File: config.mk
export PLATFORM = sky130hd
export DESIGN_NAME = if_fetch_unit
export DESIGN_NICKNAME = d
export VERILOG_FILES = /design/src/rtl/if_pkg.sv /design/src/rtl/if_fetch_queue.sv /design/src/rtl/if_fetch_unit.sv
export SDC_FILE = /design/constraint.sdc
export NUM_CORES = 1
export LEC_CHECK = 0
export ABC_AREA = 1
export BUFFER_PORTS_ARGS = -buffer_cell sky130_fd_sc_hd__buf_4
export CAP_MARGIN = 10
export CORE_UTILIZATION = 55
export DETAILED_ROUTE_END_ITERATION = 10
export PLACE_DENSITY = 0.79
export SLEW_MARGIN = 20
export SYNTH_ARGS = -nofsm -noshare
export SYNTH_HDL_FRONTEND = slang
export SYNTH_HIERARCHICAL = 1
export SYNTH_SLANG_ARGS = --single-unit
File: constraint.sdc
create_clock -name clk -period 4.1 [get_ports clk]
set_input_delay 1.23 -clock clk [delete_from_list [all_inputs] [get_ports clk]]
set_output_delay 1.23 -clock clk [all_outputs]
set_load 0.005 [all_outputs]
File: src/rtl/if_pkg.sv
// Shared types and widths for the instruction-fetch stage.
package if_pkg;

  localparam int PC_W    = 22;
  localparam int INSTR_W = 32;

  // All-zero word is the pipeline NOP presented when nothing is fetched.
  localparam logic [INSTR_W-1:0] NOP_INSTR = '0;

  typedef struct packed {
    logic [PC_W-1:0]    pc;
    logic [INSTR_W-1:0] instr;
  } fq_entry_t;

endpackage

File: src/rtl/if_fetch_queue.sv
// Fetch queue: small synchronous FIFO of {pc, instr} entries.
// The head is read combinationally from storage. A push into an empty queue
// is visible one cycle later (no bypass). Flush empties the queue immediately
// and takes priority over push/pop in the same cycle.
module if_fetch_queue
  import if_pkg::*;
#(
  parameter  int DEPTH = 2,
  localparam int AW    = $clog2(DEPTH),
  localparam int CNT_W = $clog2(DEPTH + 1)
) (
  input  logic             clk,
  input  logic             rst_n,
  input  logic             flush,
  input  logic             push,
  input  fq_entry_t        push_data,
  input  logic             pop,
  output fq_entry_t        head,
  output logic [CNT_W-1:0] count
);

  fq_entry_t        mem [DEPTH];
  logic [AW-1:0]    wr_ptr;
  logic [AW-1:0]    rd_ptr;

  // Pointer and occupancy bookkeeping; DEPTH is a power of two so pointers wrap naturally.
  always_ff @(posedge clk or negedge rst_n) begin
    if (!rst_n) begin
      wr_ptr <= '0;
      rd_ptr <= '0;
      count  <= '0;
    end else if (flush) begin
      wr_ptr <= '0;
      rd_ptr <= '0;
      count  <= '0;
    end else begin
      if (push) wr_ptr <= wr_ptr + AW'(1);
      if (pop)  rd_ptr <= rd_ptr + AW'(1);
      count <= count + CNT_W'(push) - CNT_W'(pop);
    end
  end

  // Entry storage; contents are only meaningful while count is non-zero.
  always_ff @(posedge clk) begin
    if (push && !flush) mem[wr_ptr] <= push_data;
  end

  assign head = mem[rd_ptr];

endmodule

File: src/rtl/if_fetch_unit.sv
// Instruction-fetch stage. Owns the fetch PC, issues word requests to
// instruction memory under a credit limit (outstanding + queued <= FQ_DEPTH),
// buffers in-order responses in the fetch queue and presents the head to IF/ID.
// A redirect flushes the queue and discards responses still in flight.
//
// Handshakes: a request transfers on a cycle where imem_req_valid and
// imem_req_ready are both high; imem_req_valid only drops without a transfer
// because of redirect or hlt. Responses are never refused (no rsp ready).
//
// Optional feature: define IF_PERF_CNT_EN to add the saturating
// perf_fetched / perf_bubble counters.
module if_fetch_unit
  import if_pkg::*;
#(
  parameter logic [PC_W-1:0] RESET_PC = '0,
  parameter int              FQ_DEPTH = 2
) (
  input  logic               clk,
  input  logic               rst_n,
  input  logic               stall,
  input  logic               hlt,
  input  logic               redirect,
  input  logic [PC_W-1:0]    redirect_pc,
  output logic               imem_req_valid,
  input  logic               imem_req_ready,
  output logic [PC_W-1:0]    imem_req_addr,
  input  logic               imem_rsp_valid,
  input  logic [INSTR_W-1:0] imem_rsp_data,
  output logic [INSTR_W-1:0] IF_instr,
  output logic [PC_W-1:0]    IF_PC,
  output logic               IF_valid
`ifdef IF_PERF_CNT_EN
  ,
  output logic [31:0]        perf_fetched,
  output logic [31:0]        perf_bubble
`endif
);

  localparam int CNT_W = $clog2(FQ_DEPTH + 1);

  logic [PC_W-1:0]  fetch_pc;
  logic [PC_W-1:0]  rsp_pc;
  logic [CNT_W-1:0] outst;
  logic [CNT_W-1:0] drop_cnt;
  logic [CNT_W-1:0] fq_count;
  logic [CNT_W:0]   credit_used;
  logic             has_credit;
  logic             req_fire;
  logic             drop_now;
  logic             fq_push;
  logic             fq_pop;
  fq_entry_t        fq_in;
  fq_entry_t        fq_head;

  // Credit check, request, enqueue and dequeue decisions; redirect overrides all of them.
  always_comb begin
    credit_used    = {1'b0, outst} + {1'b0, fq_count};
    has_credit     = credit_used < (CNT_W + 1)'(FQ_DEPTH);
    imem_req_valid = rst_n & ~hlt & ~redirect & has_credit;
    imem_req_addr  = fetch_pc;
    req_fire       = imem_req_valid & imem_req_ready;
    drop_now       = imem_rsp_valid & (drop_cnt != '0);
    fq_push        = imem_rsp_valid & ~redirect & (drop_cnt == '0);
    IF_valid       = (fq_count != '0);
    fq_pop         = IF_valid & ~stall & ~hlt & ~redirect;
    fq_in.pc       = rsp_pc;
    fq_in.instr    = imem_rsp_data;
    IF_instr       = IF_valid ? fq_head.instr : NOP_INSTR;
    IF_PC          = IF_valid ? fq_head.pc : '0;
  end

  // Fetch/response PCs, outstanding-request count and wrong-path drop count.
  always_ff @(posedge clk or negedge rst_n) begin
    if (!rst_n) begin
      fetch_pc <= RESET_PC;
      rsp_pc   <= RESET_PC;
      outst    <= '0;
      drop_cnt <= '0;
    end else if (redirect) begin
      // Everything still in flight is wrong-path; the response arriving now is dropped on the spot.
      fetch_pc <= redirect_pc;
      rsp_pc   <= redirect_pc;
      outst    <= outst - CNT_W'(imem_rsp_valid);
      drop_cnt <= outst - CNT_W'(imem_rsp_valid);
    end else begin
      if (req_fire) fetch_pc <= fetch_pc + PC_W'(1);
      if (fq_push)  rsp_pc   <= rsp_pc + PC_W'(1);
      if (drop_now) drop_cnt <= drop_cnt - CNT_W'(1);
      outst <= outst + CNT_W'(req_fire) - CNT_W'(imem_rsp_valid);
    end
  end

  if_fetch_queue #(
    .DEPTH (FQ_DEPTH)
  ) u_fq (
    .clk       (clk),
    .rst_n     (rst_n),
    .flush     (redirect),
    .push      (fq_push),
    .push_data (fq_in),
    .pop       (fq_pop),
    .head      (fq_head),
    .count     (fq_count)
  );

`ifdef IF_PERF_CNT_EN
  // Saturating counters of delivered instructions and of non-halted empty cycles.
  always_ff @(posedge clk or negedge rst_n) begin
    if (!rst_n) begin
      perf_fetched <= '0;
      perf_bubble  <= '0;
    end else begin
      if (fq_pop && (perf_fetched != '1))          perf_fetched <= perf_fetched + 32'd1;
      if (!IF_valid && !hlt && (perf_bubble != '1)) perf_bubble  <= perf_bubble + 32'd1;
    end
  end
`endif

endmodule
==> impl_metrics.py <==
metrics = {
    "setup_path": {
        "path_buf_inv": 3,
        "crit_slowest_cell": "buf_4",
        "crit_chain": "buf_4, mux2_2, inv_1, nor2_1, buf_4",
        "slowest_delay_ns": 0.53,
        "required_ns": 2.87,
        "end_kind": "output pin",
        "critical_path.top_delay_family": "buffers and inverters",
        "critPathKind": "reg -> out",
        "crit_arrival_ns": 2.01,
        "worst_setup_path_start_kind": "flip-flop",
        "r2r_slack_ns": 1.62,
        "cp_max_fo": 37,
        "cpMostUsedCell": "buf_4",
    },
    "logic_synthesis": {
        "ys_seq_area_share_pct": 57.1,
        "yosys_warnings": 6,
        "yosysUniqueCellTypes": 37,
        "synth_top_area_share_pct": 40.7,
        "synthesis.nets": 850,
        "synth-seq-cells": 160,
        "synth_area_leaders": "edfxtp_1 41%, dfrtp_1 16%, mux2_4 7.2%, nand2_1 7.0%, inv_1 5.6%",
        "postSynthAreaPerCell_um2": 10.2,
        "netlist_area_um2": 7970,
        "synth_top_area_cell": "edfxtp_1",
        "synth_cells": 780,
    },
    "pwr": {
        "leakage_nw": 4.37,
        "power_density_nw_per_um2": 442,
        "peakVddDrop_v": 0.000356,
    },
    "placement": {
        "place_congestion": 0.824,
        "io_buffer_count": 138,
        "place_area_um2": 9180,
        "dpl.hpwl_um": 10900,
    },
    "cts": {
        "tritoncts": "done",
        "max-clock-path-buffers": 2,
        "ctsResizeCount": 0,
        "postCtsSetupRepairBufs": 0,
        "clk_latency_ns": 0.42,
        "htreeDepth": 4,
        "clk_pin_slew_ns": 0.06,
        "hold_buffers": 0,
        "cts_num_sinks": 160,
        "cts_buffers": 17,
        "cts_root_buffer": "clkbuf_16",
    },
    "detailed_routing": {
        "ant_nets": 0,
        "via_count": 5773,
        "first_iter_violations": 435,
        "routed_via_density": 5.18,
        "finalWirelength_um": 16200,
        "drc_errors": 0,
        "first_pass_iters": 5,
        "routedWlPerCell_um": 14.6,
    },
    "grt": {
        "grt_pass1_vias": 5355,
        "antenna_found_initial": 0,
        "grt_pass1_wl_um": 26200,
        "grtUsageTotal_pct": 22.9,
        "overflow": 0,
        "grt_max_degree": 56,
    },
    "finish": {
        "diodes": 0,
        "area_growth_pct": 22.2,
        "fin_area_um2": 9730,
        "final_common_cell": "nand2_1",
        "mostFrequentLayoutCells": "148 x nand2_1, 143 x buf_4, 119 x inv_1, 108 x edfxtp_1, 101 x nor2_1",
        "utilization_pct": 69.6,
        "nets": 992,
        "fill_cells": 1039,
        "drive_gt1_share_pct": 26.6,
    },
    "timing": {
        "hold_viol_final": 0,
        "worstMarginPinSlew_ns": 0.666,
        "clock.fmax_ghz": 0.308,
        "post-route-period-util_pct": 79.1,
        "hold_ws_ns": 0.526,
        "rsz0062_at_grt": "no",
        "setup_violations": 0,
        "fin_skew_ns": 0.00643,
        "final-max-slew-violation-count": 0,
        "timing.setup.tns_ns": 0,
        "period_needed_ns": 3.24,
        "maxSlewHeadroom_pct": 55.6,
    },
    "run_status": {
        "status": "completed",
    },
    "floorplan": {
        "coreArea_um2": 14000,
        "num_rows": 43,
        "ios": 139,
        "fp.dieH_um": 122,
        "initial_core_util_pct": 56.9,
        "die_area_um2": 15000,
        "fp.dieW_um": 122,
    },
    "job": {
        "cap_violations": 0,
    },
    "min_path": {
        "hold_class": "reg -> reg",
    },
}
worst paths after layout:
path	from	to	cells after the start
setup / recovery	u_fq/rd_ptr	IF_PC[19]	5
hold / removal	rsp_pc[21]	u_fq/mem[0][53]	0
setup reg to reg	u_fq/count[0]	outst[1]	11
hold reg to reg	rsp_pc[21]	u_fq/mem[0][53]	0
max in group asynchronous	rst_n	rsp_pc[5]	2
min in group asynchronous	rst_n	imem_req_addr[0]	1
Yosys cell counts:
cell type / instances
buf_6: 7
clkinv_1: 1
o21ai_1: 4
buf_2: 7
buf_4: 2
xnor2_1: 5
o21ai_0: 19
and2_1: 1
dfrtp_1: 52
nor2_4: 7
buf_1: 1
or2_2: 2
clkbuf_1: 5
a21oi_1: 23
nand4_1: 5
nand3_1: 47
mux2_2: 16
nor2_2: 2
xor2_1: 8
nor3_1: 5
inv_2: 3
inv_1: 119
nor2_1: 104
nand2_1: 148
mux2_4: 38
a31oi_1: 3
o21bai_1: 5
ha_1: 8
nand3b_1: 2
and3_1: 1
fa_1: 1
o31ai_1: 2
o311ai_0: 1
nand4_4: 1
edfxtp_1: 108
o211ai_1: 13
nand2_2: 4
layout make-up:
type / instances / area [µm²] / area share (%)
flip-flops and latches: 160 / 4550 / 46.7
multi-input cells: 475 / 2830 / 29.1
repair buffers: 145 / 1110 / 11.4
inverters: 123 / 462 / 4.74
clock buffers: 21 / 440 / 4.53
well taps: 180 / 225 / 2.31
clock inverters: 10 / 115 / 1.18
flip-flops by register name, indices dropped and copies added, names as in the netlist:
register,cells
u_fq/mem,108
u_fq/wr_ptr,1
imem_req_addr,22
outst,2
u_fq/count,2
u_fq/rd_ptr,1
rsp_pc,22
drop_cnt,2
layer usage:
metal / wire length (µm) / up-vias / GRT usage, %
met3: 1110 / 19 / 4.51
met2: 7420 / 227 / 35.5
li1: - / 2848 / -
met4: 312 / 0 / 8.69
met1: 7390 / 2679 / 32.0
met5: 0 / - / 0
report_power, final:
part           switching, mW  leakage [nW]  internal [mW]
sequential             0.160          1.60           1.89
clock                  0.603         0.253          0.889
combinational          0.407          2.51          0.358
metrics by stage:
step	worst slack [ns]	power, mW	std cells
after floorplan	0.706	2.49	780
after global placement	0.952	2.81	1083
after detailed placement	0.945	2.84	1083
after CTS	0.847	4.33	1114
after global routing	0.766	4.52	1114
final	0.856	4.30	1114
logic make-up after synthesis:
| family | after synthesis | synth area share [%] |
|---|---|---|
| buf+inv | 145 | 7.70 |
| simple gates | 329 | 17.8 |
| xor+xnor | 13 | 1.43 |
| compound gates | 70 | 5.12 |
| mux | 54 | 9.43 |
| flops | 160 | 57.1 |
| fa+ha+maj | 9 | 1.51 |
Power figures use the tool's default switching activity.
